File: src/rtl/cache_mem_arbiter.sv
// Single-port memory arbiter between the instruction cache (read-only) and data cache (read/write).
// Optional macro ARB_ROUND_ROBIN_EN alternates the grant when both caches request together.
module cache_mem_arbiter #(
   parameter int ADDR_W = 32,
   parameter int LINE_W = 256
) (
   input  logic              clk,
   input  logic              rst,
   input  logic              i_read,
   input  logic [ADDR_W-1:0] i_address,
   output logic [LINE_W-1:0] i_rdata,
   output logic              i_resp,
   input  logic              d_read,
   input  logic              d_write,
   input  logic [ADDR_W-1:0] d_address,
   input  logic [LINE_W-1:0] d_wdata,
   output logic [LINE_W-1:0] d_rdata,
   output logic              d_resp,
   output logic              mem_read,
   output logic              mem_write,
   output logic [ADDR_W-1:0] mem_address,
   output logic [LINE_W-1:0] mem_wdata,
   input  logic [LINE_W-1:0] mem_rdata,
   input  logic              mem_resp,
   output logic              grant_sel
);

   typedef enum logic [1:0] {
      IDLE    = 2'd0,
      SERVE_I = 2'd1,
      SERVE_D = 2'd2
   } state_e;

   state_e            state_q, state_d;
   logic [ADDR_W-1:0] addr_q, addr_d;
   logic [LINE_W-1:0] wdata_q, wdata_d;
   logic              grant_q, grant_d;
   logic              rd_q, rd_d;
   logic              wr_q, wr_d;
   logic              d_req_s;
   logic              pick_d_s;

   assign d_req_s = d_read | d_write;

`ifdef ARB_ROUND_ROBIN_EN
   logic last_grant_q;

   // Under contention the cache not served last wins; a lone requester always wins.
   assign pick_d_s = d_req_s & (~i_read | ~last_grant_q);

   // Remember which cache received the most recent grant.
   always_ff @(posedge clk or negedge rst) begin
      if (!rst) begin
         last_grant_q <= 1'b0;
      end else if ((state_q == IDLE) && (d_req_s || i_read)) begin
         last_grant_q <= pick_d_s;
      end else begin
         last_grant_q <= last_grant_q;
      end
   end
`else
   assign pick_d_s = d_req_s;
`endif

   // Next-state, grant capture and strobe control.
   always_comb begin
      state_d = state_q;
      addr_d  = addr_q;
      wdata_d = wdata_q;
      grant_d = grant_q;
      rd_d    = rd_q;
      wr_d    = wr_q;
      case (state_q)
         IDLE: begin
            if (pick_d_s) begin
               state_d = SERVE_D;
               addr_d  = d_address;
               grant_d = 1'b1;
               if (d_write) begin
                  // A simultaneous read+write is resolved as a write.
                  wr_d    = 1'b1;
                  rd_d    = 1'b0;
                  wdata_d = d_wdata;
               end else begin
                  wr_d = 1'b0;
                  rd_d = 1'b1;
               end
            end else if (i_read) begin
               state_d = SERVE_I;
               addr_d  = i_address;
               grant_d = 1'b0;
               rd_d    = 1'b1;
               wr_d    = 1'b0;
            end else begin
               state_d = IDLE;
            end
         end
         SERVE_I, SERVE_D: begin
            if (mem_resp) begin
               state_d = IDLE;
               rd_d    = 1'b0;
               wr_d    = 1'b0;
            end else begin
               state_d = state_q;
            end
         end
         default: begin
            state_d = IDLE;
            rd_d    = 1'b0;
            wr_d    = 1'b0;
         end
      endcase
   end

   // State and transaction registers.
   always_ff @(posedge clk or negedge rst) begin
      if (!rst) begin
         state_q <= IDLE;
         addr_q  <= '0;
         wdata_q <= '0;
         grant_q <= 1'b0;
         rd_q    <= 1'b0;
         wr_q    <= 1'b0;
      end else begin
         state_q <= state_d;
         addr_q  <= addr_d;
         wdata_q <= wdata_d;
         grant_q <= grant_d;
         rd_q    <= rd_d;
         wr_q    <= wr_d;
      end
   end

   assign mem_read    = rd_q;
   assign mem_write   = wr_q;
   assign mem_address = addr_q;
   assign mem_wdata   = wdata_q;
   assign grant_sel   = grant_q;

   // Completion is routed only to the owner of the port; the other side sees zeros.
   assign i_resp  = (state_q == SERVE_I) & mem_resp;
   assign d_resp  = (state_q == SERVE_D) & mem_resp;
   assign i_rdata = i_resp ? mem_rdata : {LINE_W{1'b0}};
   assign d_rdata = d_resp ? mem_rdata : {LINE_W{1'b0}};

endmodule

File: config.mk
export PLATFORM = sky130hd
export DESIGN_NAME = cache_mem_arbiter
export DESIGN_NICKNAME = d
export VERILOG_FILES = /design/src/rtl/cache_mem_arbiter.sv
export SDC_FILE = /design/constraint.sdc
export NUM_CORES = 1
export LEC_CHECK = 0
export ABC_CLOCK_PERIOD_IN_PS = 2300
export BUFFER_PORTS_ARGS = -buffer_cell sky130_fd_sc_hd__buf_4
export CORE_AREA = 4 4 537 539
export DETAILED_ROUTE_END_ITERATION = 10
export DIE_AREA = 0 0 541 543
export SLEW_MARGIN = 20
export SYNTH_ARGS = -nofsm -noshare
export SYNTH_HDL_FRONTEND = slang
export SYNTH_SLANG_ARGS = --single-unit
File: constraint.sdc
create_clock -name clk -period 2.3 [get_ports clk]
set_input_delay 0 -clock clk [delete_from_list [all_inputs] [get_ports clk]]
set_output_delay 0 -clock clk [all_outputs]
set_load 0.1 [all_outputs]
==> impl_metrics.tcl <==
set metrics [dict create \
    status "finished with violations" \
    violations "negative setup slack" \
    die_h_um 543 \
    viasPerCell 2.927 \
    grt_pass1_wl_um 282400 \
    reg2reg_slack_ps 40 \
    netlist_instances 1334 \
    synth_fp_nets 1919 \
    hold_viol_final 0 \
    slew-limit-headroom_pct 56.22 \
    rsz0062_at_grt "yes" \
    whs_ps 108.5 \
    start_util_pct 5.592 \
    rr_endpoint "mem_address[3]$_DFFE_PN0P_" \
    worstSetupStartpointType "register" \
    cts_tree "done" \
    synth_edf_count 0 \
    antenna_found_initial 282 \
    reg2reg_from "state_q[0]$_DFFE_PN0P_" \
    dr.pass1.iters 5 \
    ant_nets 0 \
    worst_slack_ps -106.3 \
    io_pins 1387 \
    synth_top_area_share_pct 46.17 \
    syn2layout_area_growth_pct 159.0 \
    p_leak_uw 0.01949 \
    hold_path.class "primary input to asynchronous set/reset pin" \
    synthDistinctLibCells 24 \
    drt_iter0_drc 1396 \
    irDropWorstVdd_v 0.001011 \
    drt_wl_total_um 241300 \
    maxCapViolations 0 \
    grt_pass1_vias 20280 \
    h-tree-depth 2 \
    timing.fmax_mhz 415.6 \
    cp-end-kind "output port" \
    netlist_area_sq_um 15880 \
    ff2ff_path_depth 9 \
    fin_crit_sh_pct 104.6 \
    worstPathCellList "inv_2, ha_4, buf_16, buf_16, buf_12, buf_16, and3_1, buf_12" \
    cp_num_buf_inv 6 \
    drv_slew 0 \
    max_stage_delay_ps 380 \
    p_per_area_nw_per_um2 1609 \
    power_uw 66180 \
    drc 0 \
    cp_common_cell "buf_16" \
    final_cell_mix "buf_4 (1041), and3_1 (406), dlygate4sd3_1 (336), buf_12 (300), dfrtp_1 (293)" \
    grt_overflow_total 0 \
    critPathArrivalTime_ps 2410 \
    dieWidth_um 541 \
    gp_congestion 1.192 \
    dpl-instance-area_sq_um 32700 \
    async_reset_ff_share_pct 100.0 \
    layout_min_cycle_time_ps 2406 \
    setup_viol_count_final 91 \
    critPathRequiredTime_ps 2300 \
    cts_root_buf "clkbuf_16" \
    dieArea_sq_um 293800 \
    crit_type "register to output port" \
    fin_nets 3630 \
    dpl.hpwl_um 212700 \
    port-buffer-count 1386 \
    fin_tns_setup_ps -4500 \
    ys.flop_type "dfrtp_1" \
    fp-row-count 196 \
    final_common_cell "buf_4" \
    coreArea_sq_um 284000 \
    cts.sinks 293 \
    finClkSkew_ps 59.18 \
    yosys-top-cells-area "dfrtp_1 (46%), mux2_4 (23%), and3_1 (20%), clkbuf_1 (2.8%), mux2i_1 (2.0%)" \
    yosysTopAreaCell "dfrtp_1" \
    ys_seq_area_share_pct 46.17 \
    path_delay_family "buffers and inverters" \
    syn_area_per_cell_sq_um 11.91 \
    grt_start_max_net_pins 109 \
    critPathMaxFanout 19 \
    path_clk_slew_ps 70 \
    stdcell_count 6922 \
    dp.cells 6395 \
    drive_gt1_share_pct 62.48 \
    clockBufferDepth 3 \
    yosys_warnings 0 \
    clk-insertion-delay-late_ps 660 \
    crit_path_top_delay_cell "dfrtp_1" \
    grtUsageTotal_pct 15.52 \
    wl_per_cell_um 34.85 \
    yosys_register_bits 293 \
    numCtsBuffers 42 \
    postLayoutCellArea_sq_um 41140 \
    setup.worst_path.start "state_q[0]$_DFFE_PN0P_" \
    worst_pin_slew_ps 656.7 \
    num_vias 20260 \
]
[worst max path at each step]
| stage | to | depth (start not counted) |
|---|---|---|
| global route | d_rdata[63] | 8 |
| finish | d_rdata[61] | 8 |
| global placement | mem_wdata[202]$_DFFE_PN0P_ | 6 |
| CTS | d_rdata[62] | 8 |
| floorplan | d_rdata[100] | 5 |
| detailed placement | mem_wdata[202]$_DFFE_PN0P_ | 6 |
[per-stage QoR]
| stage | util [%] | setup slack [ps] |
|---|---|---|
| 2_1_floorplan | - | 353.8 |
| 3_5_place_dp | 11.52 | 257.5 |
| 5_1_grt | 14.46 | -171.1 |
| 4_1_cts | 14.01 | -128.1 |
| 3_3_place_gp | 11.52 | 276.5 |
| 6_report | 14.49 | -106.3 |
[worst reg2reg max path, delay by kind of cell (launching register included)]
| family | cells | cell delay, ps |
|---|---|---|
| flip-flops | 1 | 380 |
| AND/OR/NAND/NOR | 1 | 170 |
| AO/OA/AOI/OAI | 2 | 240 |
| buffers and inverters | 5 | 1150 |
| adder cells (fa/ha/maj) | 1 | 230 |
[what timing repair did]
item                       in CTS  in global routing
hold endpoints to repair      586                  0
setup endpoints to repair     468                346
buffers inserted               17                  7
gates resized for setup       432                265
gates cloned                    7                  4
pin swaps                       5                  3
hold buffers                  337                  0
[cells by family after synthesis]
logic type      after synthesis  synth area share [%]
simple gates                556                 21.29
flops                       293                 46.17
mux                         288                 25.84
buf+inv                     154                 5.003
compound gates               40                 1.465
fa+ha+maj                     3                0.2364
[synthesized netlist by cell type (all sizes together), types with 2 or more instances]
master,count
inv,3
nand2,38
ha,3
mux2i,32
mux2,256
clkbuf,119
o21ai,34
and2,2
buf,32
and3,512
nor2,3
dfrtp,293
[sequential cells by signal, summed over array words and instances (netlist names)]
signal / count
mem_wdata: 256
mem_read: 1
mem_address: 32
state_q: 2
mem_write: 1
grant_sel: 1
[report_power, final]
group          switching (uW)  internal [uW]  leakage (uW)  total (uW)
sequential               1860           7800       0.00344        9660
combinational           36900          12400        0.0153       49300
clock                    2900           4310      0.000713        7200
[per-layer routing]
layer / vias to the layer above / global-route usage [%] / part of all wire [%]
li1: 8320 / - / -
met2: 1635 / 23.17 / 42
met3: 506 / 9.374 / 14
met5: - / 0 / 0.15
met1: 9762 / 17.81 / 39
met4: 38 / 6.426 / 4.9
[final cells by class]
type | count | area, sq um
sequential | 293 | 7332
clock inverter | 22 | 344.1
fill | 31790 | 242800
multi-input combinational | 887 | 8300
tap | 3762 | 4707
inverter | 3 | 11.26
timing repair buffer | 1818 | 19100
clock buffer | 53 | 1132
antenna | 84 | 210.2
Power figures use the tool's default switching activity.
